==> src/rtl/tpm_buf_byte_reader.sv <==
// tpm_buf_byte_reader: reads a byte range out of the shared 32-bit buffer RAM
// and streams it, lowest address first, to the host-side TPM data FIFO.
//
// Ports:
//   clk, rst_n        clock, asynchronous active-low reset
//   start             transfer request (sampled only while idle)
//   start_addr        first byte address (ADDR_W+2 bits)
//   length            number of bytes, 0 allowed
//   abort             cancel the current transfer (next edge returns to idle)
//   busy, done        transfer active / one-cycle completion pulse
//   ram_req, ram_gnt  request/grant for the arbitrated RAM read port
//   ram_a, ram_rd_en  RAM word address and read enable
//   ram_rd            registered RAM read data (one cycle after ram_rd_en)
//   out_data/valid/ready/last  byte stream towards the FIFO
module tpm_buf_byte_reader #(
    parameter int ADDR_W = 9,
    parameter int LEN_W  = 12
) (
    input  logic              clk,
    input  logic              rst_n,
    input  logic              start,
    input  logic [ADDR_W+1:0] start_addr,
    input  logic [LEN_W-1:0]  length,
    input  logic              abort,
    output logic              busy,
    output logic              done,
    output logic              ram_req,
    input  logic              ram_gnt,
    output logic [ADDR_W-1:0] ram_a,
    output logic              ram_rd_en,
    input  logic [31:0]       ram_rd,
    output logic [7:0]        out_data,
    output logic              out_valid,
    input  logic              out_ready,
    output logic              out_last
);

    localparam int BA_W = ADDR_W + 2;

    typedef enum logic [2:0] {
        S_IDLE,
        S_FETCH,
        S_WAIT,
        S_STREAM,
        S_DONE
    } state_t;

    state_t            state_q;
    state_t            state_d;
    logic [BA_W-1:0]   addr_q;
    logic [BA_W-1:0]   addr_d;
    logic [LEN_W-1:0]  rem_q;
    logic [LEN_W-1:0]  rem_d;
    logic [31:0]       word_q;
    logic [31:0]       word_d;

    logic [BA_W-1:0]   addr_inc;
    logic              last_byte;
    logic [4:0]        lane_sel;

    // Byte address wraps naturally at the top of the buffer.
    assign addr_inc  = addr_q + BA_W'(1);
    assign last_byte = (rem_q == LEN_W'(1));
    assign lane_sel  = {addr_q[1:0], 3'b000};

    always_ff @(posedge clk or negedge rst_n) begin
        if (!rst_n) begin
            state_q <= S_IDLE;
            addr_q  <= '0;
            rem_q   <= '0;
            word_q  <= '0;
        end else begin
            state_q <= state_d;
            addr_q  <= addr_d;
            rem_q   <= rem_d;
            word_q  <= word_d;
        end
    end

    always_comb begin
        state_d   = state_q;
        addr_d    = addr_q;
        rem_d     = rem_q;
        word_d    = word_q;
        busy      = 1'b0;
        done      = 1'b0;
        ram_req   = 1'b0;
        ram_a     = '0;
        ram_rd_en = 1'b0;
        out_valid = 1'b0;
        out_data  = '0;
        out_last  = 1'b0;

        unique case (state_q)
            S_IDLE: begin
                if (start && !abort) begin
                    addr_d = start_addr;
                    rem_d  = length;
                    if (length == '0) begin
                        state_d = S_DONE;
                    end else begin
                        state_d = S_FETCH;
                    end
                end
            end

            S_FETCH: begin
                busy      = 1'b1;
                ram_req   = 1'b1;
                ram_a     = addr_q[BA_W-1:2];
                ram_rd_en = ram_gnt;
                if (ram_gnt) begin
                    state_d = S_WAIT;
                end
            end

            // The RAM output is only trusted in this cycle; the other
            // client may reuse the read port afterwards.
            S_WAIT: begin
                busy    = 1'b1;
                word_d  = ram_rd;
                state_d = S_STREAM;
            end

            S_STREAM: begin
                busy      = 1'b1;
                out_valid = 1'b1;
                out_data  = word_q[lane_sel +: 8];
                out_last  = last_byte;
                if (out_ready) begin
                    addr_d = addr_inc;
                    rem_d  = rem_q - LEN_W'(1);
                    if (last_byte) begin
                        state_d = S_DONE;
                    end else if (addr_inc[1:0] == 2'b00) begin
                        state_d = S_FETCH;
                    end
                end
            end

            S_DONE: begin
                done    = 1'b1;
                state_d = S_IDLE;
            end

            default: begin
                state_d = S_IDLE;
            end
        endcase

        // Cancel wins over every other transition; a byte handshaken in
        // the same cycle still counts as delivered.
        if (abort) begin
            state_d = S_IDLE;
        end
    end

endmodule

==> config.mk <==
export PLATFORM = sky130hd
export DESIGN_NAME = tpm_buf_byte_reader
export DESIGN_NICKNAME = d
export VERILOG_FILES = /design/src/rtl/tpm_buf_byte_reader.sv
export SDC_FILE = /design/constraint.sdc
export NUM_CORES = 1
export LEC_CHECK = 0
export CORE_ASPECT_RATIO = 0.5
export CORE_MARGIN = 4
export CORE_UTILIZATION = 45
export CTS_CLUSTER_DIAMETER = 120
export DETAILED_ROUTE_END_ITERATION = 10
export GPL_TIMING_DRIVEN = 0
export PLACE_DENSITY = 0.75
export SLEW_MARGIN = 20
export SYNTH_ARGS = -nofsm -noshare
export SYNTH_HDL_FRONTEND = slang
export SYNTH_SLANG_ARGS = --single-unit
==> constraint.sdc <==
create_clock -name clk -period 2.9 [get_ports clk]
set_input_delay 0.58 -clock clk [delete_from_list [all_inputs] [get_ports clk]]
set_output_delay 0.58 -clock clk [all_outputs]
set_load 0.01 [all_outputs]
==> impl_summary.txt, run 1 <==
----------------------------------------------------
[Run status]
  Result of the run ... finished, final reports clean

[STA]
  Worst clock skew on the final layout ... 0.007676 ns
  Transition at the pin with the smallest max-transition slack ... 0.8445 ns
  Max_slew headroom ... 43.18%
  Setup total negative slack ... 0 ns
  RSZ-0062 raised after global routing ... true
  Max-slew violation total from the final report ... 0
  Share of the clock period used by the worst path after layout ... 95.65%
  Highest achievable clock rate ... 360.5 MHz
  Final period demand of the worst path ... 2.774 ns
  Final setup fails ... 0
  Final Hold Fails ... 0
  Worst path setup slack after routing ... 0.1262 ns

[Setup path]
  Critical path depth in cells ... 4
  Critical-path maximum fanout ... 10
  Reg2reg path depth ... 6
  Crit. End Element ... primary output
  Buf/Inv on CP ... 2
  Required time at the worst-slack endpoint ... 2.32 ns
  CP Cell Sequence ... clkbuf_1 -> mux4_2 -> and2_1 -> clkdlybuf4s50_1
  CP Class ... register to primary output
  Launch point of the worst reg-to-reg path ... rem_q[0]
  Data arrival time of the worst path ... 2.19 ns
  Highest-delay cell along the critical path ... clkdlybuf4s50_1
  CP top delay family ... buffers and inverters
  Worst Setup Start Kind ... register
  Max incr delay on CP ... 0.48 ns
  Worst r2r dst ... rem_q[8]
  Flop2flop setup slack ... 0.71 ns

[Placed design]
  HPWL after detailed placement ... 6274 um
  Weighted congestion at the end of routability-driven global placement ... 0.8739
  Port Buffer Count ... 83
  Pre-CTS WS ... 0.3268 ns
  Area after detailed placement ... 4158 sq um

[Clock network]
  Max Buffers Root-to-Sink ... 2
  CTS HTree Levels ... 3
  CTS sink cnt ... 58
  Setup Fix Bufs, Post-CTS ... 0
  Clock latency on the worst-skew pair ... 0.33 ns
  Buffer cell driving the clock tree root ... clkbuf_16
  Clock transition at the register clock pins on the worst setup and hold paths after CTS ... 0.06 ns
  CTS Buf Count ... 9
  Clock tree from TritonCTS ... done

[Layout]
  Post-layout util ... 66.08%
  Fin area ... 4479 sq um
  Synthesis-to-layout area growth ... 40.56%
  Antenna Diode Count ... 0
  # nets final ... 461
  Share of post-route cells with drive strength above 1 ... 18.91%

[Logic synthesis]
  Synthesis Warnings ... 0
  Total nets after synthesis ... 366
  Post-synthesis area per instance ... 10.55 sq um
  Asr flop ratio synth ... 100.0%
  Main flop type after synthesis ... dfrtp_1
  Synthesized area ... 3187 sq um
  Number of library cell types mapped by synthesis ... 49
  Flop and latch count out of synthesis ... 58
  Cells after Synth ... 302
  Number of enable flip-flop cells after synthesis ... 0
  Portion of the post-synthesis area used by sequential elements ... 45.54%

[Routing]
  Ratio of routed vias to standard cells ... 5.672
  Remaining antenna violation count ... 0
  Routed wire length ... 8760 um
  Detail-routed net length per standard cell ... 17.73 um
  Post-detailed-route DRC marker count ... 0
  Count of routing violations after the opening detailed-route iteration ... 272
  Number of vias in the routed layout ... 2802
  Number of iterations in the first detailed-routing pass ... 5

[Floorplanning]
  Height of the die ... 67.51 um
  Number of placed I/O pins ... 84
  Core area ... 6779 sq um
  DIE WIDTH ... 127.0 um
  Die ar. ... 8574 sq um
  Row count ... 21
  Starting density of the core ... 47.01%

[Global routing]
  Met3 capacity usage during global routing ... 6.003%
  Pin count of the biggest net entering global routing ... 59
  GRT met2 Usage ... 34.28%
  GRT busiest layer ... met2
  Leftover overflow at the end of global routing ... 0
  First-pass GRT wire length ... 14040 um
  Via count of the first global-routing pass ... 2861
  Overall track demand over capacity in global routing ... 20.93%
  Antenna violations before repair ... 0
  Met1 usage in global routing ... 27.72%

[Job]
  Number of maximum-capacitance constraint violations ... 0

[Power and ir drop]
  Pwr Density ... 929.0 nW/um^2
  Sw power ... 1422 uW
  Total internal power ... 2739 uW
  Sw frac ... 34.18%
  Worst vdd ir ... 0.0004515 V
  Proportion of power drawn by combinational gates ... 39.0%
  Post-route total power ... 4161 uW
  Relative contribution of sequential cells to total power ... 36.8%
  Lkg Pwr ... 0.001748 uW
  Proportion of power drawn by the clock network ... 24.2%

[Worst hold path]
  Worst hold path type ... input pin to async pin

----------------------------------------------------
-- cell usage after synthesis, drive strengths merged, types with 2 or more instances --
cell type / number / area, sq um
or4b: 2 / 20.02
a21oi: 26 / 137.6
a31oi: 2 / 12.51
nor3: 6 / 30.03
nor2b: 3 / 18.77
inv: 6 / 22.52
dfrtp: 58 / 1451
o21ai: 14 / 70.07
ha: 3 / 37.54
mux4: 8 / 180.2
nand3: 13 / 65.06
o211ai: 2 / 15.01
a22oi: 4 / 30.03
nand2: 19 / 71.32
nand4: 5 / 31.28
buf: 9 / 50.05
or3: 2 / 12.51
a2bb2oi: 9 / 78.83
or4: 3 / 30.03
nor2: 9 / 33.78
and4: 3 / 26.28
o22ai: 11 / 68.82
clkbuf: 13 / 48.80
nor4: 5 / 31.28
and2: 19 / 118.9
mux2: 32 / 360.3
-- flip-flops by register name, summed over array words and instances, names as in the netlist --
register and count:
state_q 3, rem_q 12, word_q 32, addr_q 11
-- placed cells by master, fill, tap and decap left out, types with 4 or more instances in the layout --
master / count
nand3_1: 13
a2bb2oi_1: 9
nor2_1: 9
clkbuf_1: 10
clkdlybuf4s50_1: 82
mux4_2: 8
nand2_1: 19
o22ai_1: 11
dfrtp_1: 58
nor3_1: 6
and2_1: 19
mux2_2: 31
o21ai_0: 14
nor4_1: 4
clkbuf_16: 9
a22oi_1: 4
inv_1: 5
a21oi_1: 24
nand4_1: 5
-- repair_timing --
action,4_1_cts,5_1_grt
pin swaps,0,0
setup endpoints to repair,10,18
endpoints found under the hold margin,0,0
gates resized for setup,2,9
hold buffers,0,0
gates cloned,0,0
-- stage by stage --
step / hold slack [ns] / cells
floorplan: 0.2844 / 302
global placement: 0.4633 / 477
detailed placement: 0.4906 / 478
CTS: 0.2501 / 494
global route: 0.2583 / 494
finish: 0.2331 / 494
-- cell families after synthesis --
group / after synthesis / share of synthesized area (%)
DFF: 58 / 45.54
and+or+nand+nor: 96 / 17.04
muxes: 41 / 17.27
adders and majority gates: 3 / 1.178
AOI/OAI and AO/OA: 76 / 15.16
buffers and inverters: 28 / 3.809
-- layout make-up --
| type | instances | area (sq um) |
|---|---|---|
| plain buffers | 22 | 105.1 |
| clock buffers | 10 | 239.0 |
| clock inverters | 6 | 48.80 |
| fillers | 538 | 2300 |
| inverters | 6 | 22.52 |
| multi-input cells | 216 | 1642 |
| flip-flops and latches | 58 | 1451 |
| well taps | 92 | 115.1 |
| repair buffers | 84 | 855.8 |
-- worst reg2reg max path: cells and delay by family (launching register included) --
family	cells	cell delay (ns)
simple gates	2	1.01
flops	1	0.41
compound gates	2	0.35
fa+ha+maj	1	0.19
buf+inv	1	0.13
-- worst max-delay path by stage --
stage	startpoint	end	slack (ns)
finish	addr_q[1]	out_data[3]	0.13
global route	rem_q[1]	out_last	-0.03
CTS	state_q[1]	out_data[6]	0.004
detailed placement	rem_q[1]	out_last	0.33
global placement	rst_n	addr_q[5]	-0.58
floorplan	rem_q[0]	rem_q[8]	0.96
-- per-layer routing --
layer,vias to the layer above,share of wire [%]
met4,0,0.91
met1,1375,45
met3,6,6.2
met5,-,0
li1,1333,-
met2,88,47
-- power by group through the flow --
stage          Clock [uW]  Combinational, uW  Sequential (uW)
2_1_floorplan           0               1130             1420
5_1_grt              1050               1790             1590
3_5_place_dp            0               1600             1520
6_report             1010               1620             1530
3_3_place_gp            0               1560             1490
4_1_cts              1010               1620             1510
No activity file was read; power rests on OpenSTA's default activity.
==> inputs of run 2 (changes only) <==
Settings changed: CAP_MARGIN set to 20, CORE_ASPECT_RATIO 0.5 to 2, SLEW_MARGIN 20 to not set.
==> run 2 against run 1 <==
Flip-flop and latch count unchanged. Global-route usage is 1.2 points higher. Highest routed layer unchanged. Clock power fell by 6%. Largest cell class unchanged. Largest power group unchanged. Fmax is 0.32% higher. Cell count decreased by 0.61%. Clock-buffer cell count is 2 higher. Utilization shrank 2.1 points. Sequential share of layout area grew 0.30 points. First-iteration DRC count is 27% lower. Combinational power about the same.
==> impl_summary.txt, run 2 (synthesis gave the netlist of run 1 again) <==
----------------------------------------------------
[STA]
  Max_slew headroom ... 52.09% (+8.9 points)
  Final hold slack ... 0.2005 ns (-0.03269 ns)
  Setup total negative slack ... 0 ns (unchanged)
  Transition at the pin with the smallest max-transition slack ... 0.7120 ns (-0.1325 ns)
  Highest achievable clock rate ... 361.7 MHz (+0.32%)
  Final setup fails ... 0 (unchanged)
  Final Hold Fails ... 0 (unchanged)
  Share of the clock period used by the worst path after layout ... 95.34% (-0.31 points)
  Worst path setup slack after routing ... 0.1352 ns (+0.008966 ns)
  Max-slew violation total from the final report ... 0 (unchanged)
  Final period demand of the worst path ... 2.765 ns (-0.008966 ns)
  RSZ-0062 raised after global routing ... false
  Worst clock skew on the final layout ... 0.005585 ns (-0.002091 ns)

[Floorplanning]
  Die ar. ... 8574 sq um (unchanged)
  Height of the die ... 127.0 um (+88%)
  Core area ... 6940 sq um (+2.4%)
  DIE WIDTH ... 67.51 um (-47%)
  Starting density of the core ... 45.92% (-1.1 points)
  Row count ... 43 (+100%)
  Number of placed I/O pins ... 84 (unchanged)

[Run status]
  Result of the run ... finished, final reports clean

[Setup path]
  Crit. End Element ... primary output
  Data arrival time of the worst path ... 2.18 ns (about the same)
  Worst Setup Start Kind ... register
  Required time at the worst-slack endpoint ... 2.32 ns (about the same)
  CP Class ... register to primary output
  Critical-path maximum fanout ... 10 (unchanged)

[Power and ir drop]
  Proportion of power drawn by combinational gates ... 39.4% (+0.4 points)
  Pwr Density ... 925.6 nW/um^2 (-0.36%)
  Sw power ... 1366 uW (-3.9%)
  Worst vdd ir ... 0.0006413 V (+42%)
  Proportion of power drawn by the clock network ... 23.2% (-1.0 points)
  Sw frac ... 33.26% (-0.92 points)
  Relative contribution of sequential cells to total power ... 37.4% (+0.6 points)
  Lkg Pwr ... 0.001746 uW (-0.11%)
  Total internal power ... 2742 uW (+0.10%)

[Layout]
  Top Registers ... word_q x32, rem_q x12, addr_q x11
  Leading cell type in the layout, fill and taps excluded ... clkdlybuf4s50_1
  # nets final ... 461 (unchanged)
  Filler-free cell count of the finished design ... 491 (-0.61%)
  Synthesis-to-layout area growth ... 39.26%
  Most frequent cells in the layout ... 82 x clkdlybuf4s50_1, 58 x dfrtp_1, 31 x mux2_2
  Top register by number of flip-flops ... word_q
  Antenna Diode Count ... 0 (unchanged)
  Max reg flops ... 32 (unchanged)
  Fin area ... 4438 sq um (-0.92%)
  Share of post-route cells with drive strength above 1 ... 18.45% (-0.45 points)

[Routing]
  Post-detailed-route DRC marker count ... 0 (unchanged)
  Detail-routed net length per standard cell ... 17.92 um (+1.0%)
  Number of iterations in the first detailed-routing pass ... 4 (-1)
  Remaining antenna violation count ... 0 (unchanged)
  Routed wire length ... 8797 um (+0.42%)
  Count of routing violations after the opening detailed-route iteration ... 199 (-27%)
  Number of vias in the routed layout ... 2877 (+2.7%)
  Ratio of routed vias to standard cells ... 5.859 (+3.3%)

[Clock network]
  Clock tree from TritonCTS ... done
  Buffer cell driving the clock tree root ... clkbuf_16
  Hold bufs inserted after CTS ... 0 (unchanged)
  CTS Buf Count ... 9 (unchanged)
  CTS sink cnt ... 58 (unchanged)
  Clock transition at the register clock pins on the worst setup and hold paths after CTS ... 0.05 ns (about the same)
  CTS HTree Levels ... 3 (unchanged)
  Clock latency on the worst-skew pair ... 0.32 ns (about the same)
  Max Buffers Root-to-Sink ... 2 (unchanged)

[Global routing]
  Antenna violations before repair ... 0 (unchanged)
  Via count of the first global-routing pass ... 3078 (+7.6%)
  First-pass GRT wire length ... 14150 um (+0.74%)
  Overall track demand over capacity in global routing ... 22.13% (+1.2 points)
  Leftover overflow at the end of global routing ... 0 (unchanged)
  Pin count of the biggest net entering global routing ... 41 (-31%)

[Job]
  Number of maximum-capacitance constraint violations ... 0 (unchanged)

[Placed design]
  Pre-CTS WS ... 0.3034 ns (-0.02343 ns)
  Weighted congestion at the end of routability-driven global placement ... 0.8688 (-0.58%)
  Port Buffer Count ... 83 (unchanged)
  HPWL after detailed placement ... 6545 um (+4.3%)
  Cell count after placement ... 476 (-0.42%)
  Area after detailed placement ... 4145 sq um (-0.30%)

[Worst hold path]
  Worst hold path type ... input pin to async pin

----------------------------------------------------
[run 2: through the flow]
stage	power, uW	util (%)
after global placement	3066	59.51
after global routing	4370	63.94
after detailed placement	3130	59.73
after floorplan	2550	-
after CTS	4121	63.71
final	4108	63.94
[run 2: layer usage]
metal  routed length [um]  up-vias  GRT usage, %  share of wire, %
met3                  520       28         5.717               5.9
met2                 5080      124         40.90                58
met1                 2981     1401         21.88                34
met5                    0        -             0                 0
li1                     -     1324             -                 -
met4                  214        0         9.928               2.4
[run 2: timing repair]
item / in CTS / in global routing
hold endpoints to repair: 0 / 0
setup buffers: 0 / 0
gates resized for setup: 3 / 7
endpoints found under the setup margin: 17 / 17
[run 2: path summary, 6_finish.rpt]
path / start / end / slack [ns] / cells after the start
max: addr_q[0] / out_data[6] / 0.14 / 4
min: rst_n / addr_q[10] / 0.20 / 1
max reg2reg: rem_q[0] / rem_q[8] / 0.76 / 6
min reg2reg: word_q[26] / word_q[26] / 0.50 / 1
max in group asynchronous: rst_n / word_q[25] / 2.14 / 2
min in group clk: word_q[26] / word_q[26] / 0.50 / 1
[run 2: area by class of cell]
cell class              count  area (sq um)
fillers                   549          2502
plain buffers              22         106.4
flip-flops and latches     58          1451
multi-input cells         216          1628
well taps                  90         112.6
inverters                   6         22.52
clock inverters             3         15.01
clock buffers              12         256.5
repair buffers             84         845.8
[run 2: critical path, stage by stage (launching register included)]
cell             delay (ns)
dfrtp_1                0.42
buf_4                  0.26
mux4_2                 0.53
and2_1                 0.17
clkdlybuf4s50_1        0.48
[run 2: power groups by stage]
stage	registers [uW]	logic, uW	clock network (uW)
after global routing	1590	1780	1010
after floorplan	1420	1130	0
after detailed placement	1520	1610	0
final	1530	1620	954
after global placement	1500	1570	0
after CTS	1510	1630	974
